--- src/rtl/minigame_core.sv ---
// Wake-up minigame engine: shows a pseudo-random 4-digit code and waits for the player to key it
// in digit by digit, with a per-digit timeout and a saturating failure counter.
module minigame_core #(
  parameter int unsigned TIMEOUT_SEC = 10,
  parameter logic [15:0] LFSR_SEED   = 16'hACE1
) (
  input  logic       MCLK,
  input  logic       RESET,
  input  logic       minigame_enable,
  input  logic       tick_1hz,
  input  logic       key_valid,
  input  logic [3:0] key_value,
  output logic       minigame_done,
  output logic       active,
  output logic [3:0] tgt_d3,
  output logic [3:0] tgt_d2,
  output logic [3:0] tgt_d1,
  output logic [3:0] tgt_d0,
  output logic [2:0] progress,
  output logic [3:0] time_left,
  output logic [3:0] fail_cnt
);

  localparam logic [3:0] TimeoutLd = 4'(TIMEOUT_SEC);

  typedef enum logic [2:0] {StIdle, StGen, StWaitKey, StDone, StHold} state_e;

  state_e      state_q, state_d;
  logic [15:0] lfsr_q, lfsr_d;
  logic        done_q, done_d;
  logic        active_q, active_d;
  logic [3:0]  d3_q, d3_d, d2_q, d2_d, d1_q, d1_d, d0_q, d0_d;
  logic [2:0]  progress_q, progress_d;
  logic [3:0]  time_left_q, time_left_d;
  logic [3:0]  fail_q, fail_d;
  logic [3:0]  expected;
  logic [3:0]  fail_inc;

  // Fold nibbles 10..15 onto 4..9 so every target digit is enterable.
  function automatic logic [3:0] digit_map(input logic [3:0] n);
    return (n <= 4'd9) ? n : n - 4'd6;
  endfunction

  always_comb begin
    unique case (progress_q)
      3'd0:    expected = d3_q;
      3'd1:    expected = d2_q;
      3'd2:    expected = d1_q;
      default: expected = d0_q;
    endcase
  end

  assign fail_inc = (fail_q == 4'd15) ? 4'd15 : fail_q + 4'd1;

  always_comb begin
    state_d     = state_q;
    done_d      = done_q;
    active_d    = active_q;
    d3_d        = d3_q;
    d2_d        = d2_q;
    d1_d        = d1_q;
    d0_d        = d0_q;
    progress_d  = progress_q;
    time_left_d = time_left_q;
    fail_d      = fail_q;
    // Taps 16,14,13,11 on a right-shifting register (bit 0 is stage 16).
    lfsr_d      = {lfsr_q[0] ^ lfsr_q[2] ^ lfsr_q[3] ^ lfsr_q[5], lfsr_q[15:1]};

    unique case (state_q)
      StIdle: begin
        active_d = 1'b0;
        if (minigame_enable) begin
          fail_d  = 4'd0;
          state_d = StGen;
        end
      end
      StGen: begin
        d3_d        = digit_map(lfsr_q[15:12]);
        d2_d        = digit_map(lfsr_q[11:8]);
        d1_d        = digit_map(lfsr_q[7:4]);
        d0_d        = digit_map(lfsr_q[3:0]);
        progress_d  = 3'd0;
        time_left_d = TimeoutLd;
        active_d    = 1'b1;
        state_d     = StWaitKey;
      end
      StWaitKey: begin
        if (!minigame_enable) begin
          active_d = 1'b0;
          state_d  = StIdle;
        end else if (key_valid) begin
          if (key_value == expected) begin
            progress_d  = progress_q + 3'd1;
            time_left_d = TimeoutLd;
            if (progress_q == 3'd3) state_d = StDone;
          end else begin
            fail_d  = fail_inc;
            state_d = StGen;
          end
        end else if (tick_1hz) begin
          time_left_d = time_left_q - 4'd1;
          if (time_left_q == 4'd1) begin
            fail_d  = fail_inc;
            state_d = StGen;
          end
        end
      end
      StDone: begin
        done_d   = 1'b1;
        active_d = 1'b0;
        state_d  = StHold;
      end
      StHold: begin
        done_d = 1'b0;
        if (!minigame_enable) state_d = StIdle;
      end
      default: state_d = StIdle;
    endcase
  end

  always_ff @(posedge MCLK or posedge RESET) begin
    if (RESET) begin
      state_q     <= StIdle;
      lfsr_q      <= LFSR_SEED;
      done_q      <= 1'b0;
      active_q    <= 1'b0;
      d3_q        <= 4'd0;
      d2_q        <= 4'd0;
      d1_q        <= 4'd0;
      d0_q        <= 4'd0;
      progress_q  <= 3'd0;
      time_left_q <= 4'd0;
      fail_q      <= 4'd0;
    end else begin
      state_q     <= state_d;
      lfsr_q      <= lfsr_d;
      done_q      <= done_d;
      active_q    <= active_d;
      d3_q        <= d3_d;
      d2_q        <= d2_d;
      d1_q        <= d1_d;
      d0_q        <= d0_d;
      progress_q  <= progress_d;
      time_left_q <= time_left_d;
      fail_q      <= fail_d;
    end
  end

  assign minigame_done = done_q;
  assign active        = active_q;
  assign tgt_d3        = d3_q;
  assign tgt_d2        = d2_q;
  assign tgt_d1        = d1_q;
  assign tgt_d0        = d0_q;
  assign progress      = progress_q;
  assign time_left     = time_left_q;
  assign fail_cnt      = fail_q;

endmodule

--- config.mk ---
export PLATFORM = sky130hd
export DESIGN_NAME = minigame_core
export DESIGN_NICKNAME = d
export VERILOG_FILES = /design/src/rtl/minigame_core.sv
export SDC_FILE = /design/constraint.sdc
export NUM_CORES = 1
export LEC_CHECK = 0
export ABC_CLOCK_PERIOD_IN_PS = 2900
export CAP_MARGIN = 10
export CORE_UTILIZATION = 44
export CTS_BUF_LIST = sky130_fd_sc_hd__clkbuf_8
export DETAILED_ROUTE_END_ITERATION = 10
export PLACE_DENSITY = 0.67
export SYNTH_ARGS = -nofsm -noshare
export SYNTH_HDL_FRONTEND = slang
export SYNTH_SLANG_ARGS = --single-unit
--- constraint.sdc ---
create_clock -name MCLK -period 2.9 [get_ports MCLK]
set_input_delay 0.29 -clock MCLK [delete_from_list [all_inputs] [get_ports MCLK]]
set_output_delay 0.29 -clock MCLK [all_outputs]
set_load 0.05 [all_outputs]
* Word-level counts from Yosys, hierarchy flattened
Cells that the tools add are included.
W data, S select, Z words.
** Cells by class
- Order comparisons :: 4
- Muxes and demuxes :: 34
- Bitwise operators :: 3
- Eq/ne operators :: 23
- Reductions and logical operators :: 12
- Add/sub/neg operators :: 7
** Operators with widths (count)
- $mux W4 :: 15
- $mux W3 :: 11
- $le A4 B4 Y1 const B :: 4
- $pmux W4 S2 :: 2
- $sub A4 B3 Y4 const B :: 4
- $pmux W3 S5 :: 1
- $eq A3 B2 Y1 const B :: 4
- $ne A2 B2 Y1 const B :: 6
- $ne A3 B3 Y1 const B :: 4
- $pmux W4 S3 :: 1
- $ne A4 B4 Y1 const B :: 2
- $reduce_and A4 Y1 :: 2
- $eq A3 B1 Y1 const B :: 2
- $logic_not A3 Y1 :: 2
- $pmux W3 S2 :: 1
- $reduce_and A6 Y1 :: 1
- $reduce_bool A2 Y1 :: 3
- $ne A5 B5 Y1 const B :: 1
- $reduce_and A5 Y1 :: 1
- $add A4 B1 Y4 const B :: 1
- $eq A4 B1 Y1 const B :: 1
- $eq A4 B4 Y1 :: 1
- $eq A4 B4 Y1 const B :: 1
- $sub A4 B1 Y4 const B :: 1
- 9 further kinds :: 11
** Storage, ports and cells
- Register bits :: 48
- Input bits :: 9
- Word-level logic and storage cells :: 94
- Output and inout bits :: 29

* Longest topological paths before layout
- Word-level depth :: 7
- Mapped depth :: 10
- Depth with buffers taken out :: 9

* Worst setup path before layout
Ideal clock, no wire load.
- Path kind :: reg-to-reg
- Start point :: register progress_q[0], in the netlist progress[0]
- End point :: register fail_q[0], in the netlist fail_cnt[0]
- Arrival time :: 2884 ps
- Path slack :: -109 ps
- Period minus slack after synthesis :: 3009 ps
- Buffers on the path :: 1
- Data required time :: 2775 ps
- Setup time :: 125 ps
- Cell stages (with the launch flop) :: 11
- Cells stage by stage :: dfrtp_1 inv_1 ha_1 a22o_1 a2111o_1 a21o_1 a2111oi_4 and2_1 buf_6 a21oi_4 mux2_4
** Between the ends
- Word-level cells in the longest chain between the ends :: 5
- Elaborated cells between the ends (all ways) :: 7
- Those cells by class :: 4 x eq/ne; 1 x mux; 2 x reduce/logical
** Ends and longest elaborated chain
- start: declaration :: line 33 : logic [2:0] progress_q, progress_d;
- start signal: assignment :: line 143 : progress_q <= progress_d;
- $eq A3 B2 Y1, or another cell as far along :: line 45 : unique case (progress_q)
- $pmux W4 S3 * :: line 45
- $eq A4 B4 Y1 * :: line 92 : if (key_value == expected) begin
- $ne A3 B3 Y1 (no line) *
- $reduce_and A6 Y1 (no line) *
- end signal: assignment :: line 145 : fail_q <= fail_d;
- end: declaration :: line 35 : logic [3:0] fail_q, fail_d;
Mark *: on every way between the ends. The rest lies on a longest branch, timed or not.
A chain may end at the register's enable or synchronous reset.

* Worst setup path after layout
Same ends and word-level chain as after synthesis.

==> results.json <==
{
  "status": "finished clean",
  "crit_path_end_kind": "register",
  "grt_pass1_vias": 1737,
  "via_per_inst": 5.33,
  "netlist_area_mm2": 0.00243,
  "period_share_pct": 94.2,
  "gp_congestion": 0.794,
  "syn2layout_area_growth_pct": 23.0,
  "dp_cells": 336,
  "cts.repair.resized": 2,
  "worstPathRequired_ns": 3.09,
  "syn_avg_cell_area_um2": 10.6,
  "yosys_warnings": 0,
  "synth_top_flop_cell": "dfrtp_1",
  "dr.pass1.iters": 4,
  "clk_pin_slew_ns": 0.08,
  "total_power_uw": 1850,
  "synth-seq-cells": 48,
  "final_cell_mix": "dfrtp_1, clkdlybuf4s50_1, nand2_1",
  "gr-usage-all-layers_pct": 18.9,
  "dieArea_mm2": 0.00583,
  "maxCapViolations": 0,
  "io_buffer_count": 37,
  "clockBufferDepth": 2,
  "final-seq-area_mm2": 0.00121,
  "period_needed_ns": 2.73,
  "cts_setup_buffers": 0,
  "cp_slowest_stage_delay_ns": 0.41,
  "maxSlewHeadroom_pct": 56.3,
  "yosysSeqAreaShare_pct": 49.8,
  "fin_cells": 344,
  "cellPowerDensity_mw_per_mm2": 618,
  "worst_pin_slew_ns": 0.654,
  "synth_nets": 251,
  "vias": 1835,
  "async_flop_share_pct": 100,
  "crit_arrival_ns": 2.92,
  "setup_viol": 0,
  "synth_edf_count": 0,
  "cp_top_family": "compound AO/OA/AOI/OAI gates",
  "grt_pass1_wl_mm": 8.65,
  "hold_viol": 0,
  "netlist_instances": 230,
  "drive_gt1_share_pct": 15.3,
  "initial_utilization_pct": 46.8,
  "drtAntennaViolNets": 0,
  "fin_util_pct": 57.5,
  "wl_per_cell_um": 14.3,
  "diodes": 0,
  "worstHoldPathType": "register to register",
  "drc": 0,
  "drt_iter0_drc": 107,
  "cts_sinks": 48,
  "core_mm2": 0.00520,
  "rows": 26,
  "rsz0062_at_grt": "no",
  "max_freq_mhz": 366,
  "die_x_um": 76.4,
  "slew_viol_final": 0,
  "root_buffer": "clkbuf_8",
  "peakVddDrop_v": 0.000297,
  "fin_nets": 294,
  "io-pin-count": 38,
  "fill_cells": 473,
  "ys_types": 46,
  "grt-ovfl-total": 0,
  "insertion_delay_ns": 0.30,
  "skew_ns": 0.00455,
  "dpl.hpwl_mm": 3.62,
  "cp_cell_sequence": "inv_1 > ha_1 > a22o_1 > a2111o_1 > a21o_1 > a2111oi_4 > and2_4 > a21oi_4 > mux2_4",
  "die_h_um": 76.4,
  "htree_num_levels": 2,
  "tritoncts": "yes",
  "leakage_uw": 0.00129,
  "cts_hold_buf": 0,
  "worstPathMaxFanout": 10,
  "wl_mm": 4.91,
  "final_common_cell": "dfrtp_1",
  "path_buf_inv": 1,
  "critPathKind": "register to register",
  "antenna_found_initial": 0,
  "grt_max_degree": 33,
  "multi_input_area_mm2": 0.00114,
  "cts_buffers": 5,
  "critical_path.startpoint_type": "register",
  "cpMaxStageDelayCell": "dfrtp_2"
}
==> cells in the mapped netlist (2+ instances only) <==
cell        n  share of area [%]
dfstp_2     8                8.6
xnor2_1     3                1.1
nor3_1      2               0.41
nand2_1    28                4.3
mux2_4      2                1.2
o21a_1      3               0.93
a31oi_1     2               0.51
a22o_1      2               0.72
xor2_1      2               0.72
nand2b_1    2               0.51
a21boi_0    3               0.93
o31ai_1     4                1.2
o211ai_1    8                2.5
a21oi_1    11                2.3
o21ai_0    20                4.1
nand3_1     5                1.0
and2_1      3               0.77
inv_1      14                2.2
dfrtp_1    40                 41
a22oi_1     3               0.93
o221a_2     3                1.4
nand3b_1    4                1.2
clkbuf_1    3               0.46
ha_1       12                6.2
nor2_1     11                1.7
o2bb2ai_1   2               0.72
mux2_2      8                3.7
nor2b_1     4                1.0
==> kinds of logic (layout without fill, tap and decap cells) <==
logic type	Yosys count	in the layout	synth area share, %
adder cells (fa/ha/maj)	12	12	6.17
multiplexers	10	10	4.94
AND/OR/NAND/NOR	62	62	12.2
flip-flops	48	48	49.8
XOR/XNOR	5	5	1.80
AO/OA/AOI/OAI	73	73	21.5
buffers and inverters	20	64	3.60
==> stage by stage <==
step	setup TNS (ns)	cell area, um^2	setup slack, ns	hold WS (ns)
2_1_floorplan	0	2440	0.0655	0.350
3_3_place_gp	0	2900	0.0591	0.357
3_5_place_dp	-0.0336	2900	-0.0194	0.360
4_1_cts	0	2990	0.0991	0.379
5_1_grt	0	2990	0.0457	0.396
6_report	0	2990	0.169	0.375
==> power breakdown <==
group          internal (uW)  total, uW  switching, uW
Sequential               729        809           80.0
Clock                    168        386            218
Combinational            226        654            428
Total                   1120       1850            726
==> routing by layer <==
| metal | vias up | GRT usage [%] | wire length (um) |
|---|---|---|---|
| li1 | 915 | - | - |
| met2 | 23 | 27.3 | 2240 |
| met4 | 0 | 5.38 | 15 |
| met5 | - | 0 | 0 |
| met1 | 895 | 28.4 | 2530 |
| met3 | 2 | 3.95 | 128 |
==> worst paths after layout <==
| path | start | endpoint | slack, ns | depth (start not counted) |
|---|---|---|---|---|
| max | progress[0] | fail_cnt[0] | 0.17 | 9 |
| min in group asynchronous | RESET | lfsr_q[9] | 0.40 | 2 |
| min reg2reg | lfsr_q[4] | lfsr_q[3] | 0.38 | 0 |
| min | lfsr_q[4] | lfsr_q[3] | 0.38 | 0 |
| max reg2reg | progress[0] | fail_cnt[0] | 0.17 | 9 |
| max in group asynchronous | RESET | lfsr_q[0] | 1.83 | 3 |
==> sequential cells by signal, indices dropped and copies added (netlist names) <==
register       flops
lfsr_q            16
progress           3
state_q            3
active             1
minigame_done      1
tgt_d3             4
tgt_d1             4
tgt_d0             4
tgt_d2             4
fail_cnt           4
time_left          4
==> layout make-up <==
type	count	area share (%)
Inverter	14	1.76
Sequential cell	48	40.6
Clock inverter	3	0.627
Clock buffer	5	2.30
Tap cell	70	2.93
Multi-Input combinational cell	162	38.2
Timing Repair Buffer	42	13.6
(Power assumes the default switching activity.)
